==> src/rtl/match_pkg.sv <==
// +------------------------------------------------------------------+
// | match_pkg: opcodes and FSM state type for match_alu_arbiter       |
// | Rev 1.0                                                           |
// +------------------------------------------------------------------+
`default_nettype none

package match_pkg;

  localparam int OP_INC = 17;
  localparam int OP_ADD = 21;
  localparam int OP_SUB = 34;

  typedef enum logic [1:0] {
    ST_IDLE = 2'd0,
    ST_EXEC = 2'd1,
    ST_DONE = 2'd2
  } state_t;

endpackage

`default_nettype wire

==> src/rtl/match_alu_core.sv <==
// +------------------------------------------------------------------+
// | match_alu_core: combinational ALU whose function is chosen by A   |
// | Rev 1.0                                                           |
// +------------------------------------------------------------------+
`default_nettype none

module match_alu_core
  import match_pkg::*;
#(
  parameter int WIDTH = 8
) (
  input  logic [WIDTH-1:0] i_a,
  input  logic [WIDTH-1:0] i_b,
  output logic [WIDTH-1:0] o_res
);

  always_comb begin
    o_res = i_a * i_b;
    if (i_a == WIDTH'(OP_INC)) begin
      o_res = i_a + WIDTH'(1);
    end else if (i_a == WIDTH'(OP_ADD)) begin
      o_res = i_a + i_b;
    end else if (i_a == WIDTH'(OP_SUB)) begin
      o_res = i_a - i_b;
    end
  end

endmodule

`default_nettype wire

==> src/rtl/match_alu_arbiter.sv <==
// +------------------------------------------------------------------+
// | match_alu_arbiter: round-robin sharing of one match ALU           |
// | Rev 1.0                                                           |
// +------------------------------------------------------------------+
`default_nettype none

module match_alu_arbiter
  import match_pkg::*;
#(
  parameter int NREQ  = 4,
  parameter int WIDTH = 8,
  localparam int IDW  = $clog2(NREQ)
) (
  input  logic                  i_clk,
  input  logic                  i_rst_n,
  input  logic [NREQ-1:0]       i_req_valid,
  input  logic [NREQ*WIDTH-1:0] i_req_a,
  input  logic [NREQ*WIDTH-1:0] i_req_b,
  output logic [NREQ-1:0]       o_req_ready,
  output logic                  o_res_valid,
  output logic [WIDTH-1:0]      o_res_data,
  output logic [IDW-1:0]        o_res_id,
  input  logic                  i_res_ready,
  output logic                  o_busy
);

  typedef struct packed {
    logic [WIDTH-1:0] a;
    logic [WIDTH-1:0] b;
  } operand_t;

  state_t           r_state;
  logic [IDW-1:0]   r_ptr;
  logic [IDW-1:0]   r_id;
  operand_t         r_op;
  logic             r_res_valid;
  logic [WIDTH-1:0] r_res_data;
  logic [IDW-1:0]   r_res_id;

  logic             w_found;
  logic [IDW-1:0]   w_win;
  logic [IDW-1:0]   w_cand;
  logic             w_accept;
  logic [WIDTH-1:0] w_sel_a;
  logic [WIDTH-1:0] w_sel_b;
  logic [WIDTH-1:0] w_alu;

  // First asserted request strictly after the pointer, wrapping around.
  always_comb begin
    w_found = 1'b0;
    w_win   = '0;
    w_cand  = '0;
    for (int k = 1; k <= NREQ; k++) begin
      w_cand = IDW'((int'(r_ptr) + k) % NREQ);
      if (!w_found && i_req_valid[w_cand]) begin
        w_found = 1'b1;
        w_win   = w_cand;
      end
    end
  end

  // Reset gates the strobe so no grant is visible while it is held.
  assign w_accept = i_rst_n && w_found &&
                    ((r_state == ST_IDLE) || ((r_state == ST_DONE) && i_res_ready));

  always_comb begin
    o_req_ready = '0;
    if (w_accept) begin
      o_req_ready[w_win] = 1'b1;
    end
  end

  assign w_sel_a = i_req_a[int'(w_win)*WIDTH +: WIDTH];
  assign w_sel_b = i_req_b[int'(w_win)*WIDTH +: WIDTH];

  match_alu_core #(
    .WIDTH (WIDTH)
  ) u_alu (
    .i_a   (r_op.a),
    .i_b   (r_op.b),
    .o_res (w_alu)
  );

  always_ff @(posedge i_clk or negedge i_rst_n) begin
    if (!i_rst_n) begin
      r_state     <= ST_IDLE;
      r_ptr       <= IDW'(NREQ - 1);
      r_id        <= '0;
      r_op        <= '0;
      r_res_valid <= 1'b0;
      r_res_data  <= '0;
      r_res_id    <= '0;
    end else begin
      if (w_accept) begin
        r_ptr  <= w_win;
        r_id   <= w_win;
        r_op.a <= w_sel_a;
        r_op.b <= w_sel_b;
      end
      case (r_state)
        ST_IDLE: begin
          if (w_accept) begin
            r_state <= ST_EXEC;
          end
        end
        ST_EXEC: begin
          r_res_valid <= 1'b1;
          r_res_data  <= w_alu;
          r_res_id    <= r_id;
          r_state     <= ST_DONE;
        end
        ST_DONE: begin
          if (i_res_ready) begin
            r_res_valid <= 1'b0;
            r_state     <= w_accept ? ST_EXEC : ST_IDLE;
          end
        end
        default: r_state <= ST_IDLE;
      endcase
    end
  end

  assign o_res_valid = r_res_valid;
  assign o_res_data  = r_res_data;
  assign o_res_id    = r_res_id;
  assign o_busy      = (r_state != ST_IDLE);

endmodule

`default_nettype wire
==> config.mk <==
export PLATFORM = sky130hd
export DESIGN_NAME = match_alu_arbiter
export DESIGN_NICKNAME = d
export VERILOG_FILES = /design/src/rtl/match_pkg.sv /design/src/rtl/match_alu_core.sv /design/src/rtl/match_alu_arbiter.sv
export SDC_FILE = /design/constraint.sdc
export NUM_CORES = 1
export LEC_CHECK = 0
export ABC_AREA = 1
export CAP_MARGIN = 20
export CORE_MARGIN = 2
export CORE_UTILIZATION = 45
export CTS_CLUSTER_SIZE = 25
export DETAILED_ROUTE_END_ITERATION = 12
export PLACE_DENSITY = 0.78
export SLEW_MARGIN = 20
export SYNTH_ARGS = -nofsm -noshare
export SYNTH_HDL_FRONTEND = slang
export SYNTH_SLANG_ARGS = --single-unit
==> constraint.sdc <==
create_clock -name i_clk -period 5.8 [get_ports i_clk]
set_clock_uncertainty 0.15 [all_clocks]
set_input_delay 0.87 -clock i_clk [delete_from_list [all_inputs] [get_ports i_clk]]
set_output_delay 0.87 -clock i_clk [all_outputs]
set_load 0.02 [all_outputs]
==> impl_metrics.csv, run 1 <==
group,metric,value,unit
outcome,status,"finished, final reports clean",
global_route,grt_pass1_vias,4102,
cells_and_area,fill_cells,871,
floorplanning,start_util,46.3,%
routing,via_count,4273,
setup_path,worst_path_largest_cell_delay,0.62,ns
place,port_buffers,86,
power_and_ir_drop,power_frac_clock,5.7,%
job,maxCapViolCount,0,
setup_path,required,5.84,ns
floorplanning,die_w,101,microns
synthesis,yosysSeqAreaShare,19.4,%
setup_path,cp_cell_sequence,"nand2_1, fa_1, fa_1, inv_1, fa_1, inv_1, fa_1, inv_1, ha_1, nand2_1, nand2_1, nor2_1, nor2_1, nor2_1, nand3_1, nand3_1, nand3_1, nand3_1, nand2_1, nand2_1, nand2_1",
sta,min_period,4.45,ns
cells_and_area,antenna_cells,0,
clock_tree,cts_tree,"built",
clock_tree,clock_latency,0.29,ns
setup_path,crit_end,"o_res_data[7]",
power_and_ir_drop,ir_worst_vdd,581,uV
setup_path,crit_top_cell,"nand2_1",
sta,maxSlewHeadroom,61.9,%
setup_path,critPathMaxFanout,13,
sta,setup_tns,0,ns
synthesis,synth-main-ff-cell,"dfrtp_1",
setup_path,reg2reg_to,"o_res_data[7]",
power_and_ir_drop,comb_power_share,78.2,%
floorplanning,die_height,101,microns
power_and_ir_drop,powerDensity,654,nW/um^2
global_route,grt_remaining_overflow,0,
cells_and_area,num-nets-final,853,
routing,firstDrtPassIters,5,
routing,drc,0,
synthesis,synth-edff-count,0,
floorplanning,fp-row-count,35,
clock_tree,cts.clk_slew.worst_paths,0.08,ns
synthesis,synthDistinctLibCells,45,
synthesis,syn_nets,780,
setup_path,cp.arrival,4.49,ns
synthesis,ys_async_sr_fraction,100,%
sta,setup_viol,0,
power_and_ir_drop,netSwitchingPower,1.97,mW
clock_tree,cts.hold.buffers_added,0,
place,gp_congestion,0.895,
setup_path,critPathLaunch,"r_op[9]",
setup_path,end_kind,"register",
sta,tightest_slew,0.572,ns
cells_and_area,post_route_cells_drive_above_1_share,6.66,%
global_route,antenna_found_initial,0,
power_and_ir_drop,p_seq_share,16.1,%
setup_path,cp-start-kind,"register",
synthesis,synthCells,662,
power_and_ir_drop,internal_power,1.43,mW
clock_tree,clockBufferDepth,2,
synthesis,synth_area,4260,sq um
synthesis,syn_area_per_cell,6.44,sq um
setup_path,crit_slowest_cell,"dfrtp_1",
cells_and_area,post-route-util,56.6,%
place,dpl.hpwl,8.69,mm
power_and_ir_drop,total_power,3.40,mW
routing,viasPerCell,5.04,
synthesis,synth-seq-cells,33,
routing,ant_nets,0,
floorplanning,fp.coreArea,9200,sq um
setup_path,path_depth,21,
power_and_ir_drop,p_leak,2.89,nW
floorplanning,die_area,10300,sq um
global_route,grtUsageTotal,22.2,%
setup_path,crit_buf_inv,3,
setup_path,reg2regPathDepth,21,
synthesis,yosysWarnings,0,
clock_tree,cts_max_level,2,
global_route,grt_max_degree,57,
min_path,hp-class,"register to register",
setup_path,path_class,"register to register",
sta,grt_setup_unrepaired,"false",
cells_and_area,syn2layout_area_growth,22.1,%
floorplanning,ios,87,
sta,max_freq,0.225,GHz
clock_tree,cts.repair.resized,0,
setup_path,r2r_slack,1.35,ns
routing,drt_iter0_drc,217,
global_route,grt_pass1_wl,18.5,mm
sta,hold_violations,0,
sta,fin_crit_sh,76.8,%
sta,whs,0.334,ns
routing,wirelength,10.7,mm
clock_tree,numCtsBuffers,5,
setup_path,critPathTopFamily,"adder cells",
sta,slew_violations,0,
clock_tree,clock_tree.root_cell,"clkbuf_8",
clock_tree,cts.sinks,33,
clock_tree,post_cts_buffers,0,
power_and_ir_drop,swShare,57.9,%
routing,wl_per_cell,12.6,microns
setup_path,reg2reg_from,"r_op[9]",
==> cells by family after synthesis <==
group,Yosys count,synth area share (%)
simple gates,329,34.3
buf+inv,165,16.7
compound gates,80,11.5
fa+ha+maj,47,16.3
flops,33,19.4
xor+xnor,8,1.82
==> how the worst min path moves through the flow <==
stage	startpoint	endpoint	cells past startpoint
global route	o_res_valid	o_res_valid	2
global placement	o_res_valid	o_res_valid	2
finish	o_res_data[0]	o_res_data[0]	2
floorplan	r_id[1]	r_id[1]	2
CTS	o_res_data[6]	o_res_data[6]	2
detailed placement	o_res_data[6]	o_res_data[6]	2
==> power by group through the flow <==
stage          logic, mW  clock network [mW]  registers, mW
3_3_place_gp        2.60                   0          0.536
4_1_cts             2.67               0.199          0.545
6_report            2.66               0.195          0.547
3_5_place_dp        2.65                   0          0.548
5_1_grt             3.05               0.210          0.568
2_1_floorplan       2.24                   0          0.483
==> worst register-to-register path, stage by stage (launching register included) <==
cell and delay, ns:
dfrtp_1 0.62, nand2_1 0.15, fa_1 0.49, fa_1 0.55, inv_1 0.05, fa_1 0.47, inv_1 0.05, fa_1 0.52
inv_1 0.04, ha_1 0.33, nand2_1 0.07, nand2_1 0.06, nor2_1 0.16, nor2_1 0.07, nor2_1 0.08, nand3_1 0.09
nand3_1 0.09, nand3_1 0.07, nand3_1 0.08, nand2_1 0.06, nand2_1 0.05, nand2_1 0.05
==> cells in the final DEF (no fill, tap or decap), types with 7 or more instances in the layout <==
cell type	instances
nand4_1	14
fa_1	14
nand3_1	51
o21ai_2	13
a21oi_1	17
nand2_2	10
clkbuf_8	7
dfrtp_1	31
clkdlybuf4s50_1	86
o21ai_1	14
inv_1	140
ha_1	33
nor2_1	25
o21ai_0	22
nand2_1	215
==> area by class of cell <==
| cell class | count | area, sq um | share of cell area (%) |
|---|---|---|---|
| inverters | 143 | 539 | 10.4 |
| repair buffers | 88 | 876 | 16.8 |
| well taps | 111 | 139 | 2.67 |
| flip-flops and latches | 33 | 828 | 15.9 |
| multi-input cells | 464 | 2720 | 52.3 |
| clock buffers | 7 | 96.3 | 1.85 |
| clock inverters | 1 | 5.00 | 0.0962 |
==> synth_stat cells, types with 2 or more instances <==
| library cell | n | area (sq um) |
|---|---|---|
| o21ai_1 | 14 | 70.1 |
| a31oi_1 | 4 | 25.0 |
| nand3_4 | 2 | 35.0 |
| o2111ai_1 | 3 | 26.3 |
| o21ai_2 | 13 | 114 |
| xnor2_1 | 2 | 17.5 |
| nor2_2 | 2 | 12.5 |
| ha_1 | 33 | 413 |
| buf_12 | 2 | 40.0 |
| nor2_1 | 25 | 93.8 |
| inv_2 | 2 | 7.51 |
| dfrtp_1 | 31 | 776 |
| nand2_2 | 10 | 62.6 |
| clkbuf_1 | 11 | 41.3 |
| xor2_1 | 5 | 43.8 |
| nand4_1 | 14 | 87.6 |
| a21oi_1 | 17 | 85.1 |
| inv_1 | 140 | 526 |
| buf_4 | 2 | 15.0 |
| nand3_1 | 51 | 255 |
| o21ai_0 | 22 | 110 |
| nand2_4 | 2 | 22.5 |
| fa_1 | 14 | 280 |
| buf_6 | 5 | 56.3 |
| dfstp_2 | 2 | 52.6 |
| nand2_1 | 215 | 807 |
==> stage by stage <==
step | instance area (sq um) | std cells | setup slack [ns]
after global routing | 5200 | 847 | 1.04
final | 5200 | 847 | 1.35
after detailed placement | 5100 | 839 | 1.35
after floorplan | 4260 | 662 | 1.55
after global placement | 5100 | 839 | 1.49
after CTS | 5200 | 847 | 1.36
==> registers in the layout (all words and copies together) (netlist names) <==
name	flops
o_res_data	8
o_res_id	2
o_res_valid	1
r_id	2
r_op	16
r_ptr	2
r_state	2
==> per-layer routing <==
metal / part of all wire, % / wire, microns / up-vias / global-route usage [%]
met3: 6.6 / 702 / 17 / 3.24
met1: 45 / 4840 / 1904 / 30.0
met5: 0 / 0 / - / 0
li1: - / - / 2186 / -
met2: 46 / 4940 / 166 / 37.2
met4: 1.8 / 196 / 0 / 6.24
Power figures use the tool's default switching activity.
==> inputs of run 2 (changes only) <==
Settings changed: PLACE_DENSITY 0.78 to 0.81.
Clock period 5.8 ns to 4 ns, I/O delays scaled along.
==> impl_metrics.csv, run 2 (synthesis gave the netlist of run 1 again) <==
group,metric,value,unit
place,pre_cts_ws,-0.0797,ns
clock_tree,cts_tree,"built",
routing,via_count,4411,
cells_and_area,regMostFlops,"r_op",
sta,tightest_slew,0.576,ns
clock_tree,cts.hold.buffers_added,0,
global_route,grt_pass1_vias,4411,
sta,min_period,3.93,ns
setup_path,end_kind,"register",
routing,wirelength,11.4,mm
global_route,grt_remaining_overflow,0,
sta,whs,0.332,ns
global_route,grt_max_degree,57,
setup_path,critPathMaxFanout,4,
place,gp_congestion,0.958,
clock_tree,cts.clk_slew.worst_paths,0.08,ns
setup_path,path_class,"register to register",
cells_and_area,final_cell_mix,"208 x nand2_1, 135 x inv_1, 86 x clkdlybuf4s50_1, 51 x nand3_1, 30 x dfrtp_1",
floorplanning,ios,87,
cells_and_area,seqCellArea,830,sq um
routing,ant_nets,0,
routing,viasPerCell,5.05,
floorplanning,fp.coreArea,9200,sq um
cells_and_area,layout_commonest_cell,"nand2_1",
sta,grt_setup_unrepaired,"true",
sta,setup_tns,0,ns
clock_tree,numCtsBuffers,5,
power_and_ir_drop,ir_worst_vdd,780,uV
routing,firstDrtPassIters,5,
sta,setup_viol,0,
min_path,hp-class,"register to register",
clock_tree,cts_max_level,2,
clock_tree,clockBufferDepth,2,
sta,slew_violations,0,
cells_and_area,post-route-util,59.7,%
clock_tree,clock_tree.root_cell,"clkbuf_8",
job,maxCapViolCount,0,
floorplanning,die_w,101,microns
global_route,antenna_found_initial,0,
setup_path,cp.arrival,3.98,ns
floorplanning,die_area,10300,sq um
place,port_buffers,86,
cells_and_area,post_route_cells_drive_above_1_share,13.0,%
setup_path,required,4.04,ns
outcome,status,"finished, final reports clean",
cells_and_area,syn2layout_area_growth,28.9,%
floorplanning,start_util,46.3,%
routing,drt_iter0_drc,297,
cells_and_area,antenna_cells,0,
cells_and_area,fill_cells,803,
clock_tree,cts.sinks,33,
cells_and_area,largest_register_ffs,16,
setup_path,cp-start-kind,"register",
sta,maxSlewHeadroom,61.6,%
power_and_ir_drop,p_leak,3.01,nW
sta,fin_crit_sh,98.3,%
routing,drc,0,
floorplanning,fp-row-count,35,
place,dpl.hpwl,9.21,mm
power_and_ir_drop,total_power,5.35,mW
cells_and_area,num-nets-final,879,
sta,fin_ws,0.0680,ns
power_and_ir_drop,powerDensity,974,nW/um^2
floorplanning,die_height,101,microns
cells_and_area,multi_input_area,2810,sq um
global_route,grtUsageTotal,23.7,%
clock_tree,clock_latency,0.30,ns
routing,wl_per_cell,13.0,microns
sta,hold_violations,0,
global_route,grt_pass1_wl,19.7,mm
sta,max_freq,0.254,GHz
## run 2: cell count changes in the layout (fill, tap and decap cells not counted), moves of 5 or more
cell,delta
buf_4,+25
ha_1,-5
inv_1,-5
inv_2,+5
nand2_1,-7
nand2_2,+7
## run 2: timing repair
item | 4_1_cts | 5_1_grt
gates cloned | 0 | 0
pin swaps | 5 | 14
endpoints found under the hold margin | 0 | 0
gates resized for setup | 9 | 16
endpoints found under the setup margin | 1 | 2
buffers inserted | 4 | 2
## run 2: critical path, stage by stage (launching register included)
cell and delay (ns):
dfrtp_1 0.40, nand2_2 0.08, fa_2 0.39, fa_1 0.50
inv_2 0.04, fa_1 0.52, inv_1 0.05, fa_1 0.49
inv_2 0.05, ha_4 0.28, nand2_2 0.05, nand2_2 0.10
inv_2 0.03, nand2_1 0.05, nor2_1 0.04, nor2_1 0.08
nand3_1 0.10, nand3_1 0.10, nand3_1 0.07, nand3_1 0.09
nand2_1 0.06, nand2_1 0.05, nand2_1 0.05
## run 2: stage by stage
stage	instances	cell area, sq um
final	873	5490
after global routing	873	5490
after CTS	871	5440
after detailed placement	859	5270
after global placement	859	5270
after floorplan	662	4290
## run 2: cell type report
type / instances / area share, %
multi-input cells: 464 / 51.1
clock buffers: 7 / 1.75
clock inverters: 1 / 0.0912
flip-flops and latches: 33 / 15.1
inverters: 143 / 9.82
well taps: 111 / 2.53
repair buffers: 114 / 19.6
## run 2: final timing paths
check                              start            end  slack [ns]  cells past startpoint
min in group asynchronous        i_rst_n  o_res_data[7]        0.60                      2
max in group asynchronous        i_rst_n       r_ptr[1]        2.76                      2
min                        o_res_data[5]  o_res_data[5]        0.33                      2
min reg2reg                o_res_data[5]  o_res_data[5]        0.33                      2
max                              r_op[4]  o_res_data[7]        0.07                     22
max reg2reg                      r_op[4]  o_res_data[7]        0.07                     22
## run 2: per-layer routing
layer / track usage [%] / share of wire [%] / up-vias
li1: - / - / 2241
met1: 29.3 / 42 / 1973
met2: 42.5 / 49 / 169
met3: 3.45 / 6.0 / 28
met4: 7.59 / 2.3 / 0
met5: 0 / 0 / -
## run 2: power breakdown
| part | internal, mW | switching (mW) |
|---|---|---|
| combinational | 1.66 | 2.71 |
| clock | 0.156 | 0.139 |
| sequential | 0.510 | 0.167 |
==> inputs of run 3 (changes only) <==
Settings changed: CORE_ASPECT_RATIO from default to 0.9.
==> impl_metrics.csv, run 3 (synthesis gave the netlist of run 1 again) <==
group,metric,value,unit
setup_path,critPathMaxFanout,4,
power_and_ir_drop,powerDensity,990,nW/um^2
global_route,antenna_found_initial,0,
sta,max_freq,0.250,GHz
setup_path,crit_slowest_cell,"fa_1",
min_path,hp-class,"register to register",
routing,firstDrtPassIters,5,
cells_and_area,largest_register_ffs,16,
sta,fin_crit_sh,100,%
routing,drc,0,
global_route,grt_pass1_wl,19.6,mm
floorplanning,ios,87,
cells_and_area,regMostFlops,"r_op",
setup_path,reg2regPathDepth,23,
place,postPlaceCellArea,5280,sq um
power_and_ir_drop,total_power,5.48,mW
sta,tightest_slew,0.569,ns
floorplanning,die_w,107,microns
global_route,grt_max_degree,57,
clock_tree,clock_latency,0.30,ns
outcome,status,"finished with violations",
routing,top_layer_used,"met4",
floorplanning,fp.coreArea,9170,sq um
setup_path,cp.arrival,4.05,ns
cells_and_area,syn2layout_area_growth,29.9,%
cells_and_area,antenna_cells,0,
sta,setup_viol,1,
clock_tree,cts.clk_slew.worst_paths,0.08,ns
setup_path,cp_cell_sequence,"buf_4, nand2_2, fa_2, fa_1, inv_2, fa_1, inv_2, fa_1, inv_2, ha_4, nand2_2, nand2_2, inv_1, nand2_1, nor2_1, nor2_1, nand3_1, nand3_1, nand3_1, nand3_1, nand2_1, nand2_1, nand2_1",
cells_and_area,post_route_cells_drive_above_1_share,13.0,%
global_route,grt_remaining_overflow,0,
routing,met3_length,814,microns
sta,maxSlewHeadroom,62.1,%
routing,met2_length,5.43,mm
setup_path,end_kind,"register",
setup_path,worst_path_largest_cell_delay,0.52,ns
place,dpl.hpwl,9.14,mm
routing,wl_per_cell,13.1,microns
power_and_ir_drop,p_leak,3.03,nW
cells_and_area,final_cell_area,5540,sq um
sta,fin_ws,-0.00599,ns
clock_tree,cts_tree,"built",
min_path,hold_start,"o_res_data[4]",
cells_and_area,final_cell_mix,"209 x nand2_1, 134 x inv_1, 86 x clkdlybuf4s50_1, 51 x nand3_1, 29 x dfrtp_1",
sta,slew_violations,0,
global_route,grtUsageTotal,23.7,%
clock_tree,cts_max_level,2,
floorplanning,die_area,10300,sq um
sta,grt_setup_unrepaired,"true",
floorplanning,start_util,46.5,%
routing,wirelength,11.6,mm
routing,drt_iter0_drc,364,
clock_tree,clock_tree.root_cell,"clkbuf_8",
clock_tree,cts.hold.buffers_added,0,
floorplanning,fp-row-count,33,
outcome,violations,"negative setup slack",
setup_path,r2r_slack,-0.006,ns
clock_tree,cts.sinks,33,
sta,min_period,4.01,ns
place,gp_congestion,0.879,
setup_path,reg2reg_to,"o_res_data[7]",
global_route,grt_pass1_vias,4426,
routing,viasPerCell,5.02,
min_path,whs_endpoint,"o_res_data[4]",
setup_path,cp-start-kind,"register",
power_and_ir_drop,ir_worst_vdd,669,uV
job,maxCapViolCount,0,
routing,met1_length,5.09,mm
cells_and_area,layout_commonest_cell,"nand2_1",
sta,hold_violations,0,
setup_path,reg2reg_from,"r_op[11]",
setup_path,path_class,"register to register",
min_path,holdPathStages,2,
routing,via_count,4447,
floorplanning,die_height,96.3,microns
setup_path,required,4.04,ns
clock_tree,numCtsBuffers,5,
clock_tree,clockBufferDepth,2,
place,port_buffers,86,
cells_and_area,num-nets-final,880,
routing,ant_nets,0,
## run 3: how the worst max path moves through the flow
stage	slack, ns	cells after the start	to	from
finish	-0.006	23	o_res_data[7]	r_op[11]
global route	-0.22	24	o_res_data[7]	r_op[11]
CTS	0.0007	22	o_res_data[7]	r_op[2]
detailed placement	-0.09	22	o_res_data[7]	r_op[3]
global placement	0.04	22	o_res_data[7]	r_op[3]
floorplan	0.01	21	o_res_data[7]	r_op[9]
## run 3: layout make-up
cell class | count | area, sq um
clock buffer | 7 | 86.3
multi-input combinational | 464 | 2810
clock inverter | 1 | 30.0
fill | 815 | 3630
timing repair buffer | 115 | 1090
sequential | 33 | 831
tap | 122 | 153
inverter | 143 | 539
## run 3: through the flow
stage               setup WS [ns]  setup TNS, ns  util, %  hold WS [ns]  instances
finish                   -0.00599       -0.00599     60.4         0.341        885
global route               -0.219         -0.270     60.4         0.364        885
CTS                      0.000669              0     59.9         0.346        884
detailed placement        -0.0920        -0.0920     57.6         0.327        869
global placement           0.0387              0     57.6         0.308        869
floorplan                  0.0108              0        -         0.154        662
## run 3: report_power, final
group	internal, mW	switching (mW)	total (mW)
Clock	0.203	0.134	0.337
Combinational	1.70	2.76	4.46
Sequential	0.511	0.176	0.687
Total	2.41	3.07	5.48
## run 3: metal layers
| metal | vias to the layer above | global-route usage [%] |
|---|---|---|
| met5 | - | 0 |
| met2 | 206 | 41.3 |
| met1 | 1968 | 29.6 |
| met4 | 0 | 8.66 |
| met3 | 32 | 4.06 |
| li1 | 2241 | - |
## run 3: repair_timing
| action | in CTS | in global routing |
|---|---|---|
| resized for setup | 13 | 15 |
| buffers inserted | 7 | 1 |
| setup endpoints to repair | 1 | 3 |
| pin swaps | 12 | 17 |
## run 3: worst max-delay path, delay by kind of cell, from the launching register on
| family | cells | cell delay (ns) |
|---|---|---|
| flip-flops | 1 | 0.38 |
| buffers and inverters | 5 | 0.32 |
| adder cells (fa/ha/maj) | 5 | 2.17 |
| AND/OR/NAND/NOR | 13 | 0.89 |
